$ cat src/rtl/job_phase_sequencer.sv
// ============================================================================
//  Module   : job_phase_sequencer
//  Purpose  : Walks a job through up to NPH phase engines with a watchdog,
//             optional settle gaps, bypass, abort and auto re-arm.
//  Revision : 1.0 - initial release
// ============================================================================
`default_nettype none

module job_phase_sequencer #(
    parameter int NPH    = 4,
    parameter int SETTLE = 1,
    parameter int TMO_W  = 24,
    parameter int JCNT_W = 16
) (
    input  logic                     sys_clk,
    input  logic                     sys_rst_n2,
    input  logic                     go,
    input  logic                     auto_run,
    input  logic                     abort,
    input  logic [NPH-1:0]           bypass,
    input  logic [NPH-1:0]           ph_end,
    output logic [NPH-1:0]           ph_start,
    output logic [$clog2(NPH)-1:0]   ph_sel,
    output logic                     ram_en,
    output logic                     busy,
    output logic                     done,
    output logic                     err,
    output logic [$clog2(NPH)-1:0]   err_phase,
    output logic [JCNT_W-1:0]        job_cnt
);

    localparam int SEL_W = $clog2(NPH);
    localparam logic [TMO_W-1:0] C_WDOG_LAST = {{(TMO_W-1){1'b1}}, 1'b0};

    typedef enum logic [2:0] {
        S_IDLE   = 3'd0,
        S_ARM    = 3'd1,
        S_RUN    = 3'd2,
        S_SETTLE = 3'd3,
        S_FIN    = 3'd4,
        S_ERR    = 3'd5
    } state_t;

    state_t              state_q, state_d;
    logic [TMO_W-1:0]    wdog_q, wdog_d;
    logic [3:0]          scnt_q, scnt_d;
    logic [NPH-1:0]      ph_start_q, ph_start_d;
    logic [SEL_W-1:0]    ph_sel_q, ph_sel_d;
    logic                ram_en_q, ram_en_d;
    logic                busy_q, busy_d;
    logic                done_q, done_d;
    logic                err_q, err_d;
    logic [SEL_W-1:0]    err_phase_q, err_phase_d;
    logic [JCNT_W-1:0]   job_cnt_q, job_cnt_d;

    int                  nxt_lo;
    logic                nxt_found;
    logic [SEL_W-1:0]    nxt_idx;
    logic                advance;

    // Lowest non-bypassed phase at or above nxt_lo; bypass is read live.
    always_comb begin
        nxt_lo    = (state_q == S_ARM) ? 0 : int'(ph_sel_q) + 1;
        nxt_found = 1'b0;
        nxt_idx   = '0;
        for (int i = NPH - 1; i >= 0; i--) begin
            if (i >= nxt_lo && !bypass[i]) begin
                nxt_found = 1'b1;
                nxt_idx   = SEL_W'(i);
            end
        end
    end

    always_comb begin
        state_d     = state_q;
        wdog_d      = wdog_q;
        scnt_d      = scnt_q;
        ph_start_d  = ph_start_q;
        ph_sel_d    = ph_sel_q;
        ram_en_d    = ram_en_q;
        busy_d      = busy_q;
        done_d      = 1'b0;
        err_d       = err_q;
        err_phase_d = err_phase_q;
        job_cnt_d   = job_cnt_q;
        advance     = 1'b0;

        case (state_q)
            S_IDLE: begin
                if (go) begin
                    state_d  = S_ARM;
                    ram_en_d = 1'b1;
                    busy_d   = 1'b1;
                end
            end
            S_ARM: begin
                if (!abort) advance = 1'b1;
            end
            S_RUN: begin
                if (abort) begin
                    // handled below with the common abort path
                end else if (ph_end[ph_sel_q]) begin
                    ph_start_d = '0;
                    if (SETTLE > 0) begin
                        state_d = S_SETTLE;
                        scnt_d  = 4'(SETTLE - 1);
                    end else begin
                        advance = 1'b1;
                    end
                end else if (wdog_q == C_WDOG_LAST) begin
                    // The increment about to happen reaches the terminal count.
                    state_d     = S_ERR;
                    err_d       = 1'b1;
                    err_phase_d = ph_sel_q;
                    ph_start_d  = '0;
                    ram_en_d    = 1'b0;
                    busy_d      = 1'b0;
                    wdog_d      = '0;
                end else begin
                    wdog_d = wdog_q + TMO_W'(1);
                end
            end
            S_SETTLE: begin
                if (!abort) begin
                    if (scnt_q == 4'd0) advance = 1'b1;
                    else                scnt_d  = scnt_q - 4'd1;
                end
            end
            S_FIN: begin
                if (!abort && auto_run) begin
                    state_d  = S_ARM;
                    ram_en_d = 1'b1;
                    busy_d   = 1'b1;
                end else begin
                    state_d = S_IDLE;
                end
            end
            S_ERR: begin
                if (go) begin
                    state_d = S_IDLE;
                    err_d   = 1'b0;
                end
            end
            default: state_d = S_IDLE;
        endcase

        if (advance) begin
            if (nxt_found) begin
                state_d    = S_RUN;
                ph_sel_d   = nxt_idx;
                ph_start_d = NPH'(1) << nxt_idx;
                wdog_d     = '0;
            end else begin
                state_d    = S_FIN;
                ph_start_d = '0;
                ram_en_d   = 1'b0;
                busy_d     = 1'b0;
                done_d     = 1'b1;
                job_cnt_d  = job_cnt_q + JCNT_W'(1);
            end
        end

        if (abort && state_q != S_IDLE && state_q != S_ERR) begin
            state_d    = S_IDLE;
            ph_start_d = '0;
            ram_en_d   = 1'b0;
            busy_d     = 1'b0;
            done_d     = 1'b0;
            job_cnt_d  = job_cnt_q;
            wdog_d     = '0;
        end
    end

    always_ff @(posedge sys_clk or posedge sys_rst_n2) begin
        if (sys_rst_n2) begin
            state_q     <= S_IDLE;
            wdog_q      <= '0;
            scnt_q      <= '0;
            ph_start_q  <= '0;
            ph_sel_q    <= '0;
            ram_en_q    <= 1'b0;
            busy_q      <= 1'b0;
            done_q      <= 1'b0;
            err_q       <= 1'b0;
            err_phase_q <= '0;
            job_cnt_q   <= '0;
        end else begin
            state_q     <= state_d;
            wdog_q      <= wdog_d;
            scnt_q      <= scnt_d;
            ph_start_q  <= ph_start_d;
            ph_sel_q    <= ph_sel_d;
            ram_en_q    <= ram_en_d;
            busy_q      <= busy_d;
            done_q      <= done_d;
            err_q       <= err_d;
            err_phase_q <= err_phase_d;
            job_cnt_q   <= job_cnt_d;
        end
    end

    assign ph_start  = ph_start_q;
    assign ph_sel    = ph_sel_q;
    assign ram_en    = ram_en_q;
    assign busy      = busy_q;
    assign done      = done_q;
    assign err       = err_q;
    assign err_phase = err_phase_q;
    assign job_cnt   = job_cnt_q;

endmodule

`default_nettype wire
$ cat config.mk
export PLATFORM = sky130hd
export DESIGN_NAME = job_phase_sequencer
export DESIGN_NICKNAME = d
export VERILOG_FILES = /design/src/rtl/job_phase_sequencer.sv
export SDC_FILE = /design/constraint.sdc
export NUM_CORES = 1
export LEC_CHECK = 0
export ABC_AREA = 1
export CORE_MARGIN = 4
export CORE_UTILIZATION = 45
export CTS_CLUSTER_SIZE = 25
export DETAILED_ROUTE_END_ITERATION = 8
export GPL_ROUTABILITY_DRIVEN = 0
export PLACE_DENSITY = 0.66
export SLEW_MARGIN = 5
export SYNTH_ARGS = -nofsm -noshare
export SYNTH_HDL_FRONTEND = slang
export SYNTH_SLANG_ARGS = --single-unit
$ cat constraint.sdc
create_clock -name sys_clk -period 4.6 [get_ports sys_clk]
set_input_delay 0.69 -clock sys_clk [delete_from_list [all_inputs] [get_ports sys_clk]]
set_output_delay 0.69 -clock sys_clk [all_outputs]
set_load 0.01 [all_outputs]
==> metrics.yaml <==
run_status:
  status: "finished clean"
route:
  drtPass1Iterations: 5
  wl_um: 9080
  first_iter_violations: 194
  viasPerCell: 5.16
  routedWlPerCell_um: 13.3
  vias: 3536
  drtAntennaViolNets: 0
  route.detailed.drc: 0
cts:
  cts_root_buf: "clkbuf_8"
  cts_buffers: 9
  htree_num_levels: 3
  clk_pin_slew_ns: 0.07
  cts_buffer_depth: 2
  cts_sinks: 59
  hold_buffers: 0
  cts_tree: "yes"
  ctsResizeCount: 0
  post_cts_buffers: 0
  insertion_delay_ns: 0.33
floorplanning:
  core-area_um2: 8220
  initial_core_util_pct: 46.2
  chipHeight_um: 99.9
  dieWidth_um: 99.9
  die_area_um2: 9980
  rows: 33
  io_pins: 41
worst_setup_path:
  worst-path-max-fanout: 20
  critPathMostFrequentCell: "nand2_1"
  slowest_stage: "o21bai_2"
  end_kind: "register"
  path_cells: "ha_1 -> inv_1 -> nand2_1 -> nand2_1 -> nand2_1 -> nand2_2 -> o21bai_2 -> nand2_2 -> nor3_1"
  cpPeakStageDelay_ns: 0.76
  crit_arrival_ns: 2.67
  reg2reg_depth: 9
  path_class: "reg -> reg"
  cp.required_ns: 4.85
  start_kind: "register"
placement:
  dpl_cell_area_um2: 4270
  place_inst: 669
  io_buffers: 40
  dp_hpwl_um: 6600
  dp_slack_ns: 1.83
global_routing:
  top_usage_layer: "met2"
  grt_pass1_vias: 3419
  antenna_found_initial: 0
  grt_pass1_wl_um: 15700
  grtUsageMet3_pct: 4.66
  overflow: 0
  grt_max_degree: 31
  grtUsageMet1_pct: 25.8
  track_usage_pct: 19.3
  grt_use_met2_pct: 30.9
final_layout:
  area_growth_pct: 18.5
  ff_latch_area_um2: 1480
  final_area_um2: 4500
  antenna_cells: 0
  drive_gt1_share_pct: 7.41
  finalNetCount: 594
  multi_input_area_um2: 2010
  layout.cells.non_filler: 685
  fillers: 782
logic_synthesis:
  synth.top_cell.area_share_pct: 38.9
  synth_top_family_by_area: "simple AND/OR/NAND/NOR gates"
  synth_seq_area_share_pct: 38.9
  async_flop_share_pct: 100
  synthMuxAreaShare_pct: 0.791
  synth_ff_type: "dfrtp_1"
  yosys.area_share.simple_pct: 36.3
  synthCells: 533
  synth_xor_area_share_pct: 4.38
  synth_adder_area_share_pct: 1.98
  synth-seq-cells: 59
  ys_top_cells_by_area: "dfrtp_1 39%, nand2_1 13%, nand3_1 7.5%"
  synth_compound_area_share_pct: 9.39
  yosysTopAreaCell: "dfrtp_1"
  synth.avg_cell_area_um2: 7.13
  synth_nets: 552
  yosysWarnings: 0
  synth_edf_count: 0
  synth.distinct_cells: 37
  synth_area_um2: 3800
sta:
  hold_viol_final: 0
  skew_ns: 0.00893
  layout_setup_ws_ns: 2.18
  setup_violations: 0
  setup_tns_ns: 0
  maxSlewHeadroom_pct: 37.5
  max_freq_mhz: 413
  rsz0062_at_grt: "false"
  tightest_slew_ns: 0.937
  fin_crit_sh_pct: 52.7
  min_period_ns: 2.42
  slew_viol_final: 0
flow_run:
  drv_cap: 0
power_and_ir_drop:
  p_leak_uw: 0.00205
  clkPwrFrac_pct: 23.1
  power_density_nw_per_um2: 523
  p_comb_share_pct: 42.4
  internal-power_uw: 1380
  p_switching_uw: 977
  ir_drop_mv: 0.359
  pwr-share-seq_pct: 34.5
  p_sw_share_pct: 41.5
  fin_total_pwr_uw: 2360
worst_hold_path:
  holdPathStages: 2
  hp-class: "reg -> reg"
[layout by cell type (no fill, tap or decap), types with 2 or more instances in the layout]
cell,Yosys,final
xor2_1,11,11
o22ai_1,3,3
nor3b_1,2,2
nand3b_1,4,4
ha_1,6,6
nor3_1,9,9
nand3_1,57,57
a21boi_0,3,3
inv_1,62,61
nor2_2,3,3
nand2_2,9,9
nand3_2,3,3
nand2_1,136,136
o21ai_1,10,10
o21ai_0,20,20
o21bai_1,2,2
mux2i_1,3,3
nor4_1,2,2
inv_2,3,4
xnor2_1,8,8
clkbuf_8,0,11
buf_4,2,2
clkdlybuf4s50_1,0,40
bufinv_16,0,2
o31ai_1,2,2
a21oi_1,23,23
nor2_1,60,60
dfrtp_1,59,59
nand4_1,14,14
[flip-flops by register name (all words and copies together) (netlist names)]
register	flops
ram_en	1
busy	1
ph_start	4
state_q	3
wdog_q	24
done	1
err_phase	2
job_cnt	16
scnt_q	4
err	1
ph_sel	2
[logic make-up (layout without fill, tap and decap cells)]
kind of cell             count (synthesis)  in the layout
AO/OA/AOI/OAI                           65             65
XOR/XNOR                                19             19
adder cells (fa/ha/maj)                  6              6
buffers and inverters                   76            123
AND/OR/NAND/NOR                        305            305
multiplexers                             3              3
flip-flops                              59             59
[layout make-up]
cell class	instances	area share, %
timing repair buffer	42	9.23
inverter	65	5.42
clock buffer	12	3.45
clock inverter	4	1.61
multi-input combinational	398	44.6
sequential	59	32.8
tap	105	2.92
[layer usage]
layer	up-vias	routed length (µm)
met1	1632	4510
met4	0	107
met3	8	337
li1	1816	-
met2	80	4120
met5	-	0
[cells in the mapped netlist (8+ instances only)]
cell,n
nand2_2,9
nand2_1,136
nor3_1,9
nand4_1,14
nand3_1,57
inv_1,62
xnor2_1,8
o21ai_0,20
a21oi_1,23
o21ai_1,10
dfrtp_1,59
nor2_1,60
xor2_1,11
[through the flow]
stage | hold slack, ns | util, %
global route | 0.511 | 54.8
global placement | 0.465 | 52.0
floorplan | 0.452 | -
finish | 0.498 | 54.8
detailed placement | 0.479 | 52.0
CTS | 0.496 | 54.8
[critical path, delay by kind of cell, from the launching register on]
kind / cells / cell delay, ns
flops: 1 / 0.44
compound gates: 1 / 0.76
buf+inv: 1 / 0.04
fa+ha+maj: 1 / 0.32
simple gates: 6 / 0.77
[power groups by stage]
stage	clock network [µW]	logic (µW)	registers, µW
6_report	544	999	813
5_1_grt	580	1130	838
4_1_cts	555	1010	812
3_5_place_dp	0	1000	816
3_3_place_gp	0	977	818
2_1_floorplan	0	692	815
[worst paths after layout]
check / from / to / slack, ns
hold / removal: err_phase[0] / err_phase[0] / 0.50
max in group asynchronous: sys_rst_n2 / wdog_q[0] / 3.00
setup / recovery: ph_sel[0] / wdog_q[10] / 2.18
setup reg to reg: ph_sel[0] / wdog_q[10] / 2.18
hold reg to reg: err_phase[0] / err_phase[0] / 0.50
min in group asynchronous: sys_rst_n2 / job_cnt[14] / 0.75
Power figures use the tool's default switching activity.
